<file path="src/rtl/case_mux_reg.sv">
// Registered N-channel selector with a default arm for out-of-range selects,
// valid/ready handshake and a saturating illegal-select counter.
// Optional feature macro: CASE_MUX_HOLD_EN (illegal beats keep the previous out_data).
module case_mux_reg #(
    parameter int                 WIDTH       = 8,
    parameter int                 NUM_CH      = 4,
    parameter int                 SEL_W       = 3,
    parameter logic [WIDTH-1:0]   DEFAULT_VAL = '0,
    parameter int                 CNT_W       = 8
) (
    input  logic                      clk,
    input  logic                      rst_n,
    input  logic                      in_valid,
    output logic                      in_ready,
    input  logic [SEL_W-1:0]          in_sel,
    input  logic [NUM_CH*WIDTH-1:0]   in_data,
    output logic                      out_valid,
    input  logic                      out_ready,
    output logic [WIDTH-1:0]          out_data,
    output logic                      out_illegal,
    output logic [CNT_W-1:0]          illegal_cnt,
    input  logic                      cnt_clr
);

    localparam logic [CNT_W-1:0] CNT_MAX = {CNT_W{1'b1}};

    logic               out_valid_q, out_valid_d;
    logic [WIDTH-1:0]   out_data_q, out_data_d;
    logic               out_illegal_q, out_illegal_d;
    logic [CNT_W-1:0]   illegal_cnt_q, illegal_cnt_d;

    logic               accept;
    logic               sel_legal;
    logic [WIDTH-1:0]   sel_data;

    assign in_ready = !out_valid_q || out_ready;
    assign accept   = in_valid && in_ready;

    // Only exact matches against a real channel are legal, so an unknown
    // select falls through to the default arm.
    always_comb begin
        sel_legal = 1'b0;
        sel_data  = DEFAULT_VAL;
        for (int k = 0; k < NUM_CH; k++) begin
            if (in_sel == SEL_W'(k)) begin
                sel_legal = 1'b1;
                sel_data  = in_data[k*WIDTH +: WIDTH];
            end
        end
    end

    always_comb begin
        out_valid_d   = out_valid_q;
        out_data_d    = out_data_q;
        out_illegal_d = out_illegal_q;
        illegal_cnt_d = illegal_cnt_q;

        if (accept) begin
            out_valid_d   = 1'b1;
            out_illegal_d = !sel_legal;
            if (sel_legal) begin
                out_data_d = sel_data;
            end else begin
`ifdef CASE_MUX_HOLD_EN
                out_data_d = out_data_q;
`else
                out_data_d = DEFAULT_VAL;
`endif
            end
        end else if (out_ready) begin
            out_valid_d = 1'b0;
        end

        // A clear wins over a simultaneous illegal accept; that beat is not counted.
        if (cnt_clr) begin
            illegal_cnt_d = '0;
        end else if (accept && !sel_legal && illegal_cnt_q != CNT_MAX) begin
            illegal_cnt_d = illegal_cnt_q + 1'b1;
        end
    end

    always_ff @(posedge clk or negedge rst_n) begin
        if (!rst_n) begin
            out_valid_q   <= 1'b0;
            out_data_q    <= DEFAULT_VAL;
            out_illegal_q <= 1'b0;
            illegal_cnt_q <= '0;
        end else begin
            out_valid_q   <= out_valid_d;
            out_data_q    <= out_data_d;
            out_illegal_q <= out_illegal_d;
            illegal_cnt_q <= illegal_cnt_d;
        end
    end

    assign out_valid   = out_valid_q;
    assign out_data    = out_data_q;
    assign out_illegal = out_illegal_q;
    assign illegal_cnt = illegal_cnt_q;

endmodule
</file>
<file path="config.mk">
export PLATFORM = sky130hd
export DESIGN_NAME = case_mux_reg
export DESIGN_NICKNAME = d
export VERILOG_FILES = /design/src/rtl/case_mux_reg.sv
export SDC_FILE = /design/constraint.sdc
export NUM_CORES = 1
export LEC_CHECK = 0
export CORE_ASPECT_RATIO = 1.75
export CORE_MARGIN = 2
export CORE_UTILIZATION = 40
export CTS_BUF_LIST = sky130_fd_sc_hd__clkbuf_4 sky130_fd_sc_hd__clkbuf_8
export CTS_CLUSTER_DIAMETER = 80
export DETAILED_ROUTE_END_ITERATION = 6
export PLACE_DENSITY = 0.83
export REMOVE_ABC_BUFFERS = 1
export SLEW_MARGIN = 15
export SYNTH_ARGS = -nofsm -noshare
export SYNTH_HDL_FRONTEND = slang
export SYNTH_SLANG_ARGS = --single-unit
</file>
<file path="constraint.sdc">
create_clock -name clk -period 4.8 [get_ports clk]
set_input_delay 0.96 -clock clk [delete_from_list [all_inputs] [get_ports clk]]
set_output_delay 0.96 -clock clk [all_outputs]
set_load 0.01 [all_outputs]
</file>
==> results of run 1 <==
## layout by cell type, fill, tap and decap left out, drive strengths merged
master         netlist  routed
nor2b                3       3
or3b                 1       1
mux2                 3       3
o31ai                2       2
inv                  1       1
nand2                7       7
nor4                 3       3
a21oi                5       5
clkbuf               1       3
or3                  2       2
nand3                2       2
or4                  2       2
dfrtp               18      18
clkdlybuf4s50        0      58
a22o                 8       8
and4                 2       2
nand2b               2       2
mux4                 8       8
nor2                 4       4
nand4                1       1
o21ai                3       3
ha                   1       1
## power by group
part | leakage (nW) | internal, W | total (W) | switching, W
Clock | 0.0216 | 0.0000558 | 0.000105 | 0.0000489
Combinational | 0.385 | 0.0000657 | 0.0000984 | 0.0000327
Sequential | 0.239 | 0.000163 | 0.000170 | 0.00000722
## cells by family (layout without fill, tap and decap cells)
family          Yosys count  after routing  share of synthesized area, %
compound gates           18             18                         12.32
simple gates             29             29                         19.14
mux                      11             11                         21.17
flops                    18             18                         43.06
fa+ha+maj                 1              1                         1.196
buf+inv                   6             62                         3.109
## worst max-delay path: cells and delay by family
kind,cells,cell delay [ns]
buffers and inverters,2,1.02
and+or+nand+nor,1,0.23
## worst max path at each step
stage | start | end | slack, ns | cells past startpoint
after detailed placement | out_ready | in_ready | 1.64 | 3
after global routing | out_ready | in_ready | 1.56 | 3
after CTS | out_ready | in_ready | 1.63 | 3
final | out_ready | in_ready | 1.63 | 3
after global placement | out_ready | in_ready | 1.64 | 3
after floorplan | out_ready | in_ready | 2.64 | 1
## per-stage QoR
step | util, % | power, W | worst slack (ns) | std cells
floorplan | - | 0.0002041 | 2.639 | 78
CTS | 67.07 | 0.0003746 | 1.631 | 165
detailed placement | 65.41 | 0.0002720 | 1.636 | 162
global placement | 65.41 | 0.0002683 | 1.644 | 162
finish | 67.07 | 0.0003728 | 1.634 | 165
global route | 67.07 | 0.0003907 | 1.560 | 165
## registers in the layout, indices dropped and copies added, names as in the netlist
signal and cells:
out_data 8, out_valid 1, illegal_cnt 8, out_illegal 1
## final cells by class
cell class	instances	share of cell area [%]
Tap cell	26	1.946
Multi-Input combinational cell	59	33.68
Clock buffer	3	2.470
Inverter	1	0.2246
Sequential cell	18	26.95
Timing Repair Buffer	58	34.73
## layer usage
layer	track usage (%)	up-vias	part of all wire, %
met2	32.66	66	55
met1	19.77	471	33
met5	0	-	0
li1	-	436	-
met3	5.038	7	9.9
met4	9.722	0	2.6
==> flow_metrics.py, run 1 <==
metrics = {
    "outcome": {
        "status": "finished clean",
    },
    "clock_network": {
        "cts-root-buf": "clkbuf_8",
        "cts.sink_count": 18,
        "cts_buffers": 3,
        "htreeDepth": 1,
        "insertion_delay_ns": 0.25,
        "clk_pin_slew_worst_paths_ns": 0.06,
        "post_cts_resized": 0,
        "cts_tree": "built",
        "hold_buffers": 0,
        "post_cts_buffers": 0,
        "clock_tree.buffer_depth": 2,
    },
    "setup_path": {
        "required_ns": 3.84,
        "r2r_end": "illegal_cnt[3]$_DFFE_PN0P_",
        "worst_ep_arrival_time_ns": 2.21,
        "slowest_stage": "clkdlybuf4s50_1",
        "endpoint_kind": "output pin",
        "r2r_setup_slack_ns": 3.11,
        "crit_chain": "clkdlybuf4s50_1 > nand2b_1 > clkdlybuf4s50_1",
        "max_stage_delay_ns": 0.58,
        "cp_common_cell": "clkdlybuf4s50_1",
        "crit_fanout": 5,
        "startpoint_type": "input port",
        "ff2ff_path_depth": 4,
        "path_class": "input port to output pin",
        "r2r-start": "illegal_cnt[3]$_DFFE_PN0P_",
    },
    "timing": {
        "setup_violations": 0,
        "hold_viol_final": 0,
        "drv_slew": 0,
        "skew_ns": 0.003122,
        "slew_headroom_pct": 47.97,
        "fmax_mhz": 315.9,
        "tns_ns": 0,
        "worst_pin_slew_ns": 0.7781,
        "whs_ns": 0.4813,
        "rsz0062_at_grt": "false",
        "min_period_ns": 3.166,
        "post-route-period-util_pct": 65.96,
    },
    "floorplan": {
        "core_um2": 2492,
        "io-pin-count": 59,
        "start_util_pct": 41.97,
        "die_w_um": 42.66,
        "die_height_um": 71.65,
        "dieArea_um2": 3056,
        "num_rows": 24,
    },
    "drt": {
        "routed_wl_um": 2591,
        "drc": 0,
        "viasPerCell": 5.939,
        "ant_nets": 0,
        "drt_iter0_markers": 10,
        "via_count": 980,
        "dr.pass1.iters": 4,
        "wire_per_inst_um": 15.70,
    },
    "synth": {
        "yosysMostFrequentCell": "dfrtp_1",
        "synth_top_area_cell": "dfrtp_1",
        "avgSynthCellArea_um2": 12.60,
        "syn_inst": 83,
        "synth_edf_count": 0,
        "ys_warn_count": 0,
        "syn_area_um2": 1046,
        "yosysSeqAreaShare_pct": 43.06,
        "yosys_most_used_dff": "dfrtp_1",
        "synth_top_area_share_pct": 43.06,
        "yosys-top-cells-count": "dfrtp_1 (18), a22o_1 (8), mux4_2 (8), nand2_1 (7)",
        "synth.distinct_cells": 29,
        "async_flop_share_pct": 100.0,
        "netlist_top_cells_area": "dfrtp_1 (43%), mux4_2 (17%), a22o_1 (6.7%)",
        "ys_seq_elements": 18,
    },
    "grt": {
        "globalRouteOverflowTotal": 0,
        "track_usage_pct": 18.65,
        "grt_pass1_wl_um": 4395,
        "grt_max_degree": 19,
        "grt_pass1_vias": 1025,
        "antenna_found_initial": 0,
    },
    "place": {
        "port_buffers": 58,
        "dp_hpwl_um": 2185,
        "place_congestion": 0.8009,
        "dpl_cell_area_um2": 1630,
    },
    "min_path": {
        "min_path_cells": 2,
        "hp-class": "flop to flop",
        "holdPathEnd": "out_illegal$_DFFE_PN0P_",
        "hold_start": "out_illegal$_DFFE_PN0P_",
    },
    "layout": {
        "multi_input_area_um2": 563.0,
        "n_antenna_cell": 0,
        "regArea_um2": 450.4,
        "syn_to_final_growth_pct": 59.81,
        "final_area_um2": 1672,
        "nNetsFinal": 182,
        "nFillCells": 183,
        "drive_gt1_share_pct": 14.39,
    },
    "flow_run": {
        "cap_violations": 0,
    },
    "power_and_ir_drop": {
        "cellPowerDensity_nw_per_um2": 223.0,
        "max-vdd-ir-drop_v": 0.0001439,
        "leakage_nw": 0.6454,
    },
}
Power figures use the tool's default switching activity.
==> run 2, diff against run 1 <==
--- a/config.mk
+++ b/config.mk
@@ -7,11 +7,11 @@
 export LEC_CHECK = 0
 export CORE_ASPECT_RATIO = 1.75
 export CORE_MARGIN = 2
-export CORE_UTILIZATION = 40
+export CORE_UTILIZATION = 35
 export CTS_BUF_LIST = sky130_fd_sc_hd__clkbuf_4 sky130_fd_sc_hd__clkbuf_8
 export CTS_CLUSTER_DIAMETER = 80
 export DETAILED_ROUTE_END_ITERATION = 6
-export PLACE_DENSITY = 0.83
+export PLACE_DENSITY = 0.77
 export REMOVE_ABC_BUFFERS = 1
 export SLEW_MARGIN = 15
 export SYNTH_ARGS = -nofsm -noshare
==> constraint.sdc (replaced) <==
create_clock -name clk -period 2.9 [get_ports clk]
set_input_delay 0.58 -clock clk [delete_from_list [all_inputs] [get_ports clk]]
set_output_delay 0.58 -clock clk [all_outputs]
set_load 0.01 [all_outputs]
==> run 2 against run 1 <==
Net effect:
- global-route usage fell by 1.0 points
- wire length rose by 1.1%
- clock power increased by 66%
- worst hold slack improved by 0.025 ns
- final area is 0.15% higher
- register-to-register slack worse by 1.9 ns
- clock skew about the same
- critical path type unchanged
- critical endpoint unchanged
- largest power group unchanged
==> flow_metrics.py, run 2 (synthesis results as in run 1) <==
metrics = {
    "outcome": {
        "status": "finished clean",
    },
    "layout": {
        "nFillCells": 242,
        "drive_gt1_share_pct": 14.39,
        "syn_to_final_growth_pct": 60.05,
        "stdcell_count": 167,
        "final_cell_mix": "clkdlybuf4s50_1 (58), dfrtp_1 (18), mux4_2 (8), a22o_1 (8), nand2_1 (7)",
        "final_area_um2": 1674,
        "nNetsFinal": 182,
        "n_antenna_cell": 0,
        "final_common_cell": "clkdlybuf4s50_1",
    },
    "timing": {
        "tns_ns": 0,
        "hold_viol_final": 0,
        "setup_violations": 0,
        "worst_pin_slew_ns": 0.8170,
        "drv_slew": 0,
        "fmax_mhz": 416.1,
        "whs_ns": 0.5061,
        "slew_headroom_pct": 45.36,
        "skew_ns": 0.003055,
        "rsz0062_at_grt": "false",
        "min_period_ns": 2.404,
        "post-route-period-util_pct": 82.88,
    },
    "clock_network": {
        "hold_buffers": 0,
        "post_cts_resized": 0,
        "cts.sink_count": 18,
        "post_cts_buffers": 0,
        "insertion_delay_ns": 0.26,
        "clk_pin_slew_worst_paths_ns": 0.06,
        "cts_tree": "built",
        "cts_buffers": 3,
        "clock_tree.buffer_depth": 2,
        "cts-root-buf": "clkbuf_8",
        "htreeDepth": 1,
    },
    "grt": {
        "grt_max_degree": 19,
        "globalRouteOverflowTotal": 0,
        "track_usage_pct": 17.61,
        "grt_pass1_vias": 1036,
        "grt_pass1_wl_um": 4422,
        "antenna_found_initial": 0,
    },
    "floorplan": {
        "num_rows": 26,
        "die_w_um": 45.33,
        "io-pin-count": 59,
        "die_height_um": 76.32,
        "dieArea_um2": 3459,
        "start_util_pct": 36.13,
        "core_um2": 2895,
    },
    "drt": {
        "ant_nets": 0,
        "routed_wl_um": 2619,
        "drt_iter0_markers": 16,
        "dr.pass1.iters": 4,
        "via_count": 966,
        "wire_per_inst_um": 15.68,
        "viasPerCell": 5.784,
        "drc": 0,
    },
    "power_and_ir_drop": {
        "p_clk_share_pct": 28.1,
        "switching_share_pct": 23.95,
        "cellPowerDensity_nw_per_um2": 369.1,
        "internal_power_w": 0.0004700,
        "combPwrFrac_pct": 26.4,
        "max-vdd-ir-drop_v": 0.0002232,
        "leakage_nw": 0.6454,
        "p_total_w": 0.0006180,
        "seq_power_share_pct": 45.5,
        "power_switching_w": 0.0001480,
    },
    "min_path": {
        "hp-class": "flop to flop",
    },
    "setup_path": {
        "max_stage_delay_ns": 0.58,
        "cp_common_cell": "clkdlybuf4s50_1",
        "endpoint_kind": "output pin",
        "worst_ep_arrival_time_ns": 1.82,
        "crit_chain": "clkdlybuf4s50_1 > nand2b_1 > clkdlybuf4s50_1",
        "crit_fanout": 5,
        "path_class": "input port to output pin",
        "required_ns": 2.32,
        "slowest_stage": "clkdlybuf4s50_1",
        "startpoint_type": "input port",
    },
    "place": {
        "dpl_cell_area_um2": 1633,
        "place_congestion": 0.7313,
        "port_buffers": 58,
        "place_inst": 164,
        "dp_hpwl_um": 2159,
    },
    "flow_run": {
        "cap_violations": 0,
    },
}
## run 2: area by class of cell
class / instances / area [um2] / area share, %
flip-flops and latches: 18 / 450.4 / 26.91
repair buffers: 58 / 580.6 / 34.68
well taps: 28 / 35.03 / 2.093
inverters: 1 / 3.754 / 0.2242
multi-input cells: 59 / 563.0 / 33.63
clock buffers: 3 / 41.29 / 2.466
## run 2: routing by layer
metal / global-route usage (%) / routed length [um]
met1: 17.96 / 847
met2: 29.14 / 1387
met3: 6.635 / 318
met4: 9.706 / 65
met5: 0 / 0
## run 2: power by group through the flow
stage / logic [W] / registers, W / clock network (W)
floorplan: 0.0000459 / 0.000292 / 0
finish: 0.000163 / 0.000281 / 0.000174
global placement: 0.000162 / 0.000284 / 0
global route: 0.000177 / 0.000283 / 0.000185
CTS: 0.000166 / 0.000281 / 0.000178
detailed placement: 0.000166 / 0.000285 / 0
## run 2: path summary, 6_finish.rpt
path                                            startpoint                         end  slack [ns]  cells after the start
max in group asynchronous                            rst_n     out_illegal$_DFFE_PN0P_        1.60                      1
min in group asynchronous                            rst_n     out_data[6]$_DFFE_PN0P_        0.80                      1
worst min-delay path               out_illegal$_DFFE_PN0P_     out_illegal$_DFFE_PN0P_        0.51                      2
worst min register to register     out_illegal$_DFFE_PN0P_     out_illegal$_DFFE_PN0P_        0.51                      2
worst max register to register  illegal_cnt[2]$_DFFE_PN0P_  illegal_cnt[3]$_DFFE_PN0P_        1.18                      4
worst max-delay path                             out_ready                    in_ready        0.50                      3
## run 2: critical path: cells and delay by family
kind,cells,cell delay [ns]
buffers and inverters,2,1.02
AND/OR/NAND/NOR,1,0.22
## run 2: stage by stage
stage / setup slack (ns) / utilization (%)
after detailed placement: 0.4976 / 56.40
after floorplan: 1.149 / -
final: 0.4965 / 57.82
after global routing: 0.4318 / 57.82
after CTS: 0.4887 / 57.82
after global placement: 0.5012 / 56.40
==> run 3, diff against run 2 <==
--- a/config.mk
+++ b/config.mk
@@ -7,11 +7,11 @@
 export LEC_CHECK = 0
 export CORE_ASPECT_RATIO = 1.75
 export CORE_MARGIN = 2
-export CORE_UTILIZATION = 35
+export CORE_UTILIZATION = 39
 export CTS_BUF_LIST = sky130_fd_sc_hd__clkbuf_4 sky130_fd_sc_hd__clkbuf_8
 export CTS_CLUSTER_DIAMETER = 80
 export DETAILED_ROUTE_END_ITERATION = 6
-export PLACE_DENSITY = 0.77
+export PLACE_DENSITY = 0.81
 export REMOVE_ABC_BUFFERS = 1
 export SLEW_MARGIN = 15
 export SYNTH_ARGS = -nofsm -noshare
==> constraint.sdc (replaced) <==
create_clock -name clk -period 2.5 [get_ports clk]
set_input_delay 0.5 -clock clk [delete_from_list [all_inputs] [get_ports clk]]
set_output_delay 0.5 -clock clk [all_outputs]
set_load 0.01 [all_outputs]
==> run 3 against run 2 <==
Net effect:
- setup slack got worse by 0.27 ns
- clock skew increased by 0.0034 ns
- count of clock-buffer cells in the layout increased by 1
- largest cell class unchanged
- non-clock buffer count increased by 1
- first-iteration DRC count increased by 110%
- critical path type unchanged
- core utilization increased by 9.3 points
- combinational power increased by 18%
- global-route usage increased by 1.6 points
==> flow_metrics.py, run 3 (synthesis results as in run 1) <==
metrics = {
    "outcome": {
        "status": "finished clean",
    },
    "layout": {
        "final_common_cell": "clkdlybuf4s50_1",
        "n_antenna_cell": 0,
        "syn_to_final_growth_pct": 61.84,
        "final_cell_mix": "clkdlybuf4s50_1 (58), dfrtp_1 (18), mux4_2 (8), a22o_1 (8), nand2_1 (7)",
        "nFillCells": 195,
        "drive_gt1_share_pct": 15.60,
        "nNetsFinal": 183,
    },
    "power_and_ir_drop": {
        "internal_power_w": 0.0005795,
        "leakage_nw": 0.6572,
        "p_clk_share_pct": 32.2,
        "switching_share_pct": 23.90,
        "p_total_w": 0.0007615,
        "combPwrFrac_pct": 25.2,
        "seq_power_share_pct": 42.7,
        "cellPowerDensity_nw_per_um2": 449.8,
        "power_switching_w": 0.0001820,
        "max-vdd-ir-drop_v": 0.0001953,
    },
    "flow_run": {
        "cap_violations": 0,
    },
    "timing": {
        "setup_violations": 0,
        "skew_ns": 0.006457,
        "min_period_ns": 2.270,
        "tns_ns": 0,
        "slew_headroom_pct": 46.61,
        "fmax_mhz": 440.5,
        "rsz0062_at_grt": "false",
        "worst_pin_slew_ns": 0.7983,
        "drv_slew": 0,
        "hold_viol_final": 0,
        "post-route-period-util_pct": 90.80,
    },
    "grt": {
        "grt_pass1_wl_um": 4512,
        "antenna_found_initial": 0,
        "globalRouteOverflowTotal": 0,
        "track_usage_pct": 19.18,
        "grt_max_degree": 19,
        "grt_pass1_vias": 1003,
    },
    "setup_path": {
        "required_ns": 2.00,
        "ff2ff_path_depth": 4,
        "endpoint_kind": "output pin",
        "path_class": "input port to output pin",
        "startpoint_type": "input port",
        "r2r_setup_slack_ns": 0.82,
        "cp_common_cell": "clkdlybuf4s50_1",
        "max_stage_delay_ns": 0.58,
        "worst_ep_arrival_time_ns": 1.77,
        "crit_fanout": 5,
        "slowest_stage": "clkdlybuf4s50_1",
        "crit_chain": "clkdlybuf4s50_1 > nand2b_1 > clkdlybuf4s50_1",
    },
    "floorplan": {
        "die_w_um": 43.15,
        "dieArea_um2": 3129,
        "io-pin-count": 59,
        "die_height_um": 72.51,
        "core_um2": 2522,
        "start_util_pct": 41.47,
        "num_rows": 24,
    },
    "clock_network": {
        "cts_buffers": 3,
        "insertion_delay_ns": 0.26,
        "cts.sink_count": 18,
        "hold_buffers": 0,
        "clk_pin_slew_worst_paths_ns": 0.07,
        "cts-root-buf": "clkbuf_8",
        "post_cts_resized": 0,
        "clock_tree.buffer_depth": 2,
        "post_cts_buffers": 0,
        "cts_tree": "built",
        "htreeDepth": 1,
    },
    "drt": {
        "viasPerCell": 5.707,
        "drt_iter0_markers": 34,
        "via_count": 953,
        "wire_per_inst_um": 16.42,
        "drc": 0,
        "routed_wl_um": 2742,
        "ant_nets": 0,
        "dr.pass1.iters": 4,
    },
    "place": {
        "port_buffers": 58,
        "dp_hpwl_um": 2244,
        "place_congestion": 0.7941,
    },
    "min_path": {
        "min_path_cells": 2,
        "hp-class": "flop to flop",
    },
}
## run 3: cell type report
cell class	instances	area, um2	area share [%]
tap	26	32.53	1.922
inverter	1	3.754	0.2217
clock buffer	4	55.05	3.252
multi-input combinational	59	563.0	33.26
sequential	18	450.4	26.61
timing repair buffer	59	588.1	34.74
## run 3: final timing paths
check,startpoint,to
worst min-delay path,out_illegal$_DFFE_PN0P_,out_illegal$_DFFE_PN0P_
min in group asynchronous,rst_n,out_valid$_DFFE_PN0P_
max in group asynchronous,rst_n,out_data[7]$_DFFE_PN0P_
worst max-delay path,out_ready,in_ready
worst max register to register,illegal_cnt[3]$_DFFE_PN0P_,illegal_cnt[3]$_DFFE_PN0P_
worst min register to register,out_illegal$_DFFE_PN0P_,out_illegal$_DFFE_PN0P_
## run 3: stage by stage
step	hold WS, ns	util, %	instance area, um2	setup slack (ns)	instances
after floorplan	0.2044	-	1017	0.8289	78
after global placement	0.4645	64.93	1638	0.2678	163
after detailed placement	0.4747	64.93	1638	0.2509	163
after CTS	0.4923	67.11	1693	0.2340	167
after global routing	0.5236	67.11	1693	0.1760	167
final	0.4909	67.11	1693	0.2299	167
## run 3: worst max-delay path, delay by kind of cell
family        cells  cell delay (ns)
buf+inv           2             1.03
simple gates      1             0.24
## run 3: metal layers
metal / part of all wire [%] / wire [um] / up-vias / global-route usage (%)
li1: - / - / 436 / -
met1: 33 / 892 / 452 / 18.24
met5: 0 / 0 / - / 0
met2: 54 / 1481 / 59 / 36.15
met3: 11 / 312 / 6 / 5.473
met4: 2.0 / 56 / 0 / 8.754
## run 3: power by group through the flow
stage	logic [W]	clock network (W)	registers, W
after floorplan	0.0000532	0	0.000339
after global placement	0.000189	0	0.000330
after detailed placement	0.000194	0	0.000329
after CTS	0.000194	0.000246	0.000325
after global routing	0.000206	0.000263	0.000328
final	0.000192	0.000245	0.000325
